$ cat src/rtl/afifo_pkg.sv
// Shared constants and pointer type for both halves of the async FIFO.
package afifo_pkg;
  localparam int DFLT_ADDR_W = 3;
  localparam int PTR_W       = DFLT_ADDR_W + 1;

  typedef logic [PTR_W-1:0] ptr_t;
endpackage

$ cat src/rtl/write_module_gray2bin.sv
// Combinational Gray-to-binary converter; each binary bit is the XOR of all Gray bits at or above it.
module gray2bin #(
  parameter int W = 4
) (
  input  logic [W-1:0] gray_i,
  output logic [W-1:0] bin_o
);

  always_comb begin
    bin_o = '0;
    for (int i = 0; i < W; i++) begin
      bin_o[i] = ^(gray_i >> i);
    end
  end

endmodule

$ cat src/rtl/write_module.sv
// Async FIFO write side: pointer, Gray export, full/almost_full/level from the synced read pointer.
// Optional sticky overflow flag and port when WRITE_OVF_EN is defined.
module write_module
  import afifo_pkg::*;
#(
  parameter int ADDR_W   = DFLT_ADDR_W,
  parameter int AF_LEVEL = 6
) (
  input  logic              clk,
  input  logic              rst,
  input  logic              wr,
  input  logic [ADDR_W:0]   rptr_sync,
  output logic [ADDR_W:0]   wptr,
  output logic [ADDR_W:0]   gray_wptr,
  output logic [ADDR_W-1:0] wr_addr,
  output logic              wr_mem_en,
  output logic              full,
  output logic              almost_full,
  output logic [ADDR_W:0]   level
`ifdef WRITE_OVF_EN
  ,
  output logic              overflow
`endif
);

  localparam int            PW     = ADDR_W + 1;
  localparam logic [PW-1:0] AF_THR = PW'(AF_LEVEL);

  logic [PW-1:0] rptr_bin;
  logic [PW-1:0] wptr_q, wptr_d;
  logic [PW-1:0] gray_q, gray_d;
  logic [PW-1:0] fill_d;
  logic          af_q, af_d;

  gray2bin #(.W(PW)) u_gray2bin (
    .gray_i (rptr_sync),
    .bin_o  (rptr_bin)
  );

  // A stale read pointer can only under-report free space, so full stays pessimistic.
  assign full      = (wptr_q[ADDR_W] != rptr_bin[ADDR_W]) &&
                     (wptr_q[ADDR_W-1:0] == rptr_bin[ADDR_W-1:0]);
  assign wr_mem_en = wr & ~full;

  always_comb begin
    wptr_d = wptr_q + PW'(wr_mem_en);
    gray_d = (wptr_d >> 1) ^ wptr_d;
    fill_d = wptr_d - rptr_bin;
    af_d   = (fill_d >= AF_THR);
  end

  always_ff @(posedge clk) begin
    if (rst) begin
      wptr_q <= '0;
      gray_q <= '0;
      af_q   <= 1'b0;
    end else begin
      wptr_q <= wptr_d;
      gray_q <= gray_d;
      af_q   <= af_d;
    end
  end

`ifdef WRITE_OVF_EN
  logic ovf_q;

  always_ff @(posedge clk) begin
    if (rst) begin
      ovf_q <= 1'b0;
    end else if (wr && full) begin
      ovf_q <= 1'b1;
    end
  end

  assign overflow = ovf_q;
`endif

  assign wptr        = wptr_q;
  assign gray_wptr   = gray_q;
  assign wr_addr     = wptr_q[ADDR_W-1:0];
  assign almost_full = af_q;
  assign level       = wptr_q - rptr_bin;

endmodule

$ cat config.mk
export PLATFORM = sky130hd
export DESIGN_NAME = write_module
export DESIGN_NICKNAME = d
export VERILOG_FILES = /design/src/rtl/afifo_pkg.sv /design/src/rtl/write_module_gray2bin.sv /design/src/rtl/write_module.sv
export SDC_FILE = /design/constraint.sdc
export NUM_CORES = 1
export LEC_CHECK = 0
export BUFFER_PORTS_ARGS = -buffer_cell sky130_fd_sc_hd__buf_2
export CAP_MARGIN = 20
export CORE_MARGIN = 8
export CORE_UTILIZATION = 35
export CTS_CLUSTER_DIAMETER = 60
export CTS_CLUSTER_SIZE = 25
export DETAILED_ROUTE_END_ITERATION = 7
export GPL_TIMING_DRIVEN = 0
export PLACE_DENSITY = 0.68
export RECOVER_POWER = 100
export SYNTH_ARGS = -nofsm -noshare
export SYNTH_HDL_FRONTEND = slang
export SYNTH_SLANG_ARGS = --single-unit
export TNS_END_PERCENT = 10
$ cat constraint.sdc
create_clock -name clk -period 5.1 [get_ports clk]
set_input_delay 0.255 -clock clk [delete_from_list [all_inputs] [get_ports clk]]
set_output_delay 0.255 -clock clk [all_outputs]
set_load 0.02 [all_outputs]
==> flow_summary.json, run 1 <==
{
  "switchingPower_w": 0.000104,
  "layout-drive-gt1-share_pct": 15.7,
  "synth_edf_count": 0,
  "synth_nets": 80,
  "grtUsageTotal_pct": 7.64,
  "slew_viol_final": 0,
  "syn_avg_cell_area_sq_um": 9.33,
  "cts_sinks": 8,
  "cts_resized": 0,
  "pre_cts_slack_ps": 1350,
  "clkLatencyLatePin_ps": 260,
  "sequentialPowerShare_pct": 30.9,
  "grt_pass1_vias": 491,
  "core_sq_mm": 0.00165,
  "syn_inst": 63,
  "critPathRequiredTime_ps": 5220,
  "ys_seq_area_share_pct": 27.2,
  "cts_tree": "yes",
  "dp_cells": 103,
  "setup_viol": 0,
  "synth_top_cell_by_area": "dfxtp_1",
  "grt_pass1_wl_microns": 2000,
  "ys_warn_count": 0,
  "nFillCells": 186,
  "io_buffers": 23,
  "path_max_fanout": 5,
  "clkPwrFrac_pct": 19.5,
  "setup_tns_ps": 0,
  "cp-start-kind": "input pin",
  "initial_core_util_pct": 35.6,
  "synth_most_common_cell": "xor2_1",
  "maxCapViolCount": 0,
  "die-area_sq_mm": 0.00325,
  "clockBufferDepth": 2,
  "final-seq-area_sq_um": 160,
  "yosys-top-cells-count": "xor2_1, dfxtp_1, ha_1",
  "root_buffer": "clkbuf_4",
  "finClkSkew_ps": 8.47,
  "yosys-top-cells-area": "dfxtp_1, ha_1, xor2_1",
  "p_comb_share_pct": 49.6,
  "diodes": 0,
  "area_growth_pct": 23.4,
  "grt_max_degree": 9,
  "finalWirelength_microns": 1250,
  "yosys.area.top_type_share_pct": 27.2,
  "period_share_pct": 68.3,
  "max_slew_margin_pct": 62.5,
  "ir_worst_vdd_mv": 0.162,
  "min_period_ps": 3480,
  "dieHeight_microns": 57.0,
  "crit_type": "input pin to register",
  "swShare_pct": 42.3,
  "gr-total-overflow": 0,
  "cts_setup_buffers": 0,
  "synth_seq_cells": 8,
  "timing.fmax_mhz": 287,
  "hpwlAfterDp_microns": 1070,
  "hold_violations": 0,
  "antenna_found_initial": 0,
  "final_nets": 108,
  "post_drt_wl_per_cell_microns": 11.8,
  "tightest_slew_ps": 561,
  "async_flop_share_pct": 0,
  "pwr_density_cell_mw_per_mm2": 339,
  "drt_iter0_markers": 2,
  "ant_nets": 0,
  "vias_per_cell": 4.49,
  "first_pass_iters": 4,
  "htreeDepth": 1,
  "cp-end-kind": "register",
  "vias": 476,
  "rows": 15,
  "clk_pin_slew_ps": 60,
  "ctsHoldBuffers": 0,
  "p_leak_nw": 0.362,
  "fin_ws_ps": 1620,
  "synthFlopType": "dfxtp_1",
  "rsz0062_at_grt": "no",
  "ys_types": 16,
  "netlist_area_sq_um": 588,
  "final_util_pct": 43.9,
  "finish.cell_count_without_fillers": 106,
  "gp_congestion": 0.696,
  "p_int_w": 0.000142,
  "io_pins": 25,
  "run_status": "finished, final reports clean",
  "multi_input_area_sq_um": 372,
  "crit_arrival_ps": 3600,
  "die_w_microns": 57.0,
  "hold_class": "input pin to register",
  "cts_made_buffers": 3,
  "detail_route.drc_violations": 0
}
-- layer usage --
layer	vias up	wire, microns	GRT usage, %	part of all wire [%]
li1	246	-	-	-
met1	213	556	7.36	45
met2	17	628	13.0	50
met3	0	62	4.43	5.0
met4	0	0	3.02	0
met5	-	0	0	0
-- cell type report --
cell class / instances / share of cell area, %
Multi-Input combinational cell: 44 / 51.2
Buffer: 5 / 4.66
Inverter: 6 / 3.10
Timing Repair Buffer: 23 / 12.9
Tap cell: 17 / 2.93
Sequential cell: 8 / 22.1
Clock buffer: 3 / 3.10
-- final timing paths --
path,start,to,slack (ps),depth (start not counted)
max,rptr_sync[3],almost_full,1620,17
min,rst,wptr[0],320,2
max reg2reg,wptr[1],almost_full,2260,13
min reg2reg,wptr[3],gray_wptr[2],640,2
-- state kept, by name (all words and copies together) (netlist names) --
register / count
almost_full: 1
gray_wptr: 3
wptr: 4
-- per-stage QoR --
step | power [W] | instance area (sq um) | hold slack [ps]
2_1_floorplan | 0.000173 | 588 | 523
3_3_place_gp | 0.000204 | 724 | 575
3_5_place_dp | 0.000207 | 724 | 588
4_1_cts | 0.000256 | 747 | 333
5_1_grt | 0.000264 | 726 | 333
6_report | 0.000246 | 726 | 323
-- power groups by stage --
stage                     Sequential [W]   Clock, W  Combinational [W]
final                          0.0000759  0.0000479           0.000122
after detailed placement       0.0000771          0           0.000130
after CTS                      0.0000758  0.0000491           0.000131
after global placement         0.0000768          0           0.000127
after floorplan                0.0000867          0          0.0000859
after global routing           0.0000768  0.0000512           0.000136
-- placed cells by master, fill, tap and decap left out --
master	n
nand2_1	2
nor2b_1	2
dfxtp_1	8
nor2_1	7
xnor2_2	1
nand3_1	2
clkbuf_4	5
a21o_1	2
fa_1	2
xnor2_1	5
inv_1	6
xor2_1	9
buf_4	2
buf_2	6
a31oi_1	1
clkbuf_1	18
ha_1	8
a21oi_1	3
-- critical path: stages --
cell	delay (ps)
clkbuf_1	120
xnor2_1	320
xor2_1	510
xnor2_1	210
ha_1	290
nand3_1	80
nor2_1	50
nor2b_1	220
ha_1	230
nand2_1	80
xor2_1	240
inv_1	90
ha_1	330
a21o_1	190
a31oi_1	170
xnor2_1	140
a21oi_1	80
-- logic make-up (layout without fill, tap and decap cells) --
kind of cell	Yosys count	in the layout	share of synthesized area, %
xor+xnor	15	15	23.6
fa+ha+maj	10	10	23.8
simple gates	13	13	9.58
flops	8	8	27.2
buf+inv	11	37	9.57
compound gates	6	6	6.17
Power figures use the tool's default switching activity.
==> run 2: changes to the inputs <==
PLACE_DENSITY = 0.7   (was 0.68)
clock period = 3 ns   (was 5.1 ns; I/O delays follow)
==> run 2 against run 1 <==
Compared with the run above: clock-buffer cell count unchanged; clock skew down 8.1 ps; hold slack worse by 81 ps; critical path depth unchanged; critical endpoint unchanged; cell area up 16%.
==> flow_summary.json, run 2 (synthesis results as in run 1) <==
{
  "core_sq_mm": 0.00165,
  "dieHeight_microns": 57.0,
  "setup_viol": 0,
  "vias_per_cell": 4.55,
  "reg2reg_slack_ps": 170,
  "setup_tns_ps": 0,
  "cp-start-kind": "input pin",
  "initial_core_util_pct": 35.6,
  "rows": 15,
  "crit_path_frequent_cell": "ha_1",
  "maxCapViolCount": 0,
  "root_buffer": "clkbuf_4",
  "cp-end-kind": "register",
  "nFillCells": 178,
  "min_period_ps": 2910,
  "slew_viol_final": 0,
  "hold_class": "input pin to register",
  "grtUsageTotal_pct": 7.98,
  "clkLatencyLatePin_ps": 240,
  "die_w_microns": 57.0,
  "io_pins": 25,
  "period_share_pct": 96.9,
  "final_common_cell": "clkbuf_1",
  "p_leak_nw": 0.417,
  "cts_made_buffers": 3,
  "whs_ps": 242,
  "post_drt_wl_per_cell_microns": 12.2,
  "slowest_delay_ps": 320,
  "ant_nets": 0,
  "final_nets": 113,
  "first_pass_iters": 2,
  "grt_pass1_wl_microns": 2150,
  "r2r-start": "wptr[1]",
  "hpwlAfterDp_microns": 1030,
  "timing.fmax_mhz": 344,
  "rr_endpoint": "almost_full",
  "run_status": "finished, final reports clean",
  "ir_worst_vdd_mv": 0.234,
  "pwr_density_cell_mw_per_mm2": 533,
  "area_growth_pct": 43.2,
  "gr-total-overflow": 0,
  "gp_congestion": 0.714,
  "crit_arrival_ps": 3020,
  "grt_max_degree": 9,
  "antenna_found_initial": 0,
  "whs_path_depth": 2,
  "cts_sinks": 8,
  "largest_register_ffs": 4,
  "tightest_slew_ps": 369,
  "diodes": 0,
  "crit_type": "input pin to register",
  "layout-drive-gt1-share_pct": 31.9,
  "worstPathCellList": "buf_2 > xnor2_4 > xor2_4 > xnor2_2 > ha_1 > nand3_1 > nor2_4 > nor2b_4 > ha_2 > nand2_1 > xor2_2 > inv_1 > ha_1 > a21o_1 > a31oi_1 > xnor2_1 > a21oi_1",
  "vias": 505,
  "clk_pin_slew_ps": 50,
  "cts_tree": "yes",
  "worstHoldStart": "rst",
  "htreeDepth": 1,
  "ctsHoldBuffers": 0,
  "clockBufferDepth": 2,
  "drt_iter0_markers": 4,
  "die-area_sq_mm": 0.00325,
  "reg2regPathDepth": 13,
  "critPathRequiredTime_ps": 3120,
  "cp_slowest_cell": "ha_1",
  "finalWirelength_microns": 1350,
  "path_max_fanout": 4,
  "hold_violations": 0,
  "max_slew_margin_pct": 75.4,
  "most-common-layout-cells": "clkbuf_1, buf_2, dfxtp_1, ha_1",
  "detail_route.drc_violations": 0,
  "grt_pass1_vias": 513,
  "io_buffers": 23,
  "finClkSkew_ps": 0.360,
  "hold_end": "gray_wptr[0]"
}
[run 2: changes by cell type in the layout (fill, tap and decap cells not counted), sizes merged]
cell,previous run,this run
buf,8,15
clkbuf,23,21
[run 2: worst max-delay path by stage]
stage                  from  slack, ps  cells after the start          end
6_report       rptr_sync[3]         90                     17  almost_full
5_1_grt        rptr_sync[3]        -50                     17  almost_full
4_1_cts        rptr_sync[2]          8                     17  almost_full
3_5_place_dp   rptr_sync[2]       -290                     17  almost_full
3_3_place_gp   rptr_sync[2]       -240                     17  almost_full
2_1_floorplan  rptr_sync[2]        0.8                     16  almost_full
[run 2: per-stage QoR]
stage / setup WS [ps] / utilization, % / cells / area [sq um] / total power (W)
floorplan: 0.788 / - / 63 / 637 / 0.000302
global placement: -241 / 46.8 / 103 / 773 / 0.000356
detailed placement: -290 / 46.8 / 103 / 773 / 0.000363
CTS: 8.23 / 48.9 / 106 / 807 / 0.000446
global route: -46.9 / 51.0 / 111 / 842 / 0.000486
finish: 92.9 / 51.0 / 111 / 842 / 0.000449
[run 2: critical path: cells and delay by family]
kind / cells / cell delay [ps]
buffers and inverters: 2 / 200
adders and majority gates: 3 / 780
AOI/OAI and AO/OA: 3 / 520
and+or+nand+nor: 4 / 380
xor gates and xnor gates: 5 / 960
[run 2: per-layer routing]
layer	share of wire (%)	wire length [microns]	global-route usage, %
met1	38	514	8.34
met2	54	727	13.6
met3	6.2	84	4.21
met4	1.7	23	2.01
met5	0	0	0
[run 2: timing repair]
action | in CTS | in global routing
setup endpoints to repair | 1 | 1
gates cloned | 0 | 0
resized for setup | 1 | 3
setup buffers | 0 | 5
pin swaps | 0 | 2
endpoints found under the hold margin | 0 | 0
[run 2: final cells by class]
class | count | area, sq um | area share [%]
multi-input cells | 44 | 449 | 53.3
well taps | 17 | 21.3 | 2.53
repair buffers | 28 | 133 | 15.8
inverters | 6 | 22.5 | 2.67
clock buffers | 3 | 22.5 | 2.67
plain buffers | 5 | 33.8 | 4.01
flip-flops and latches | 8 | 160 | 19.0
[run 2: power by group]
| group | leakage [nW] | total (W) | internal [W] | switching [W] |
|---|---|---|---|---|
| clock network | 0.0138 | 0.0000767 | 0.0000454 | 0.0000313 |
| registers | 0.0656 | 0.000130 | 0.000120 | 0.00000990 |
| logic | 0.338 | 0.000242 | 0.0000965 | 0.000146 |
| total | 0.417 | 0.000449 | 0.000262 | 0.000187 |
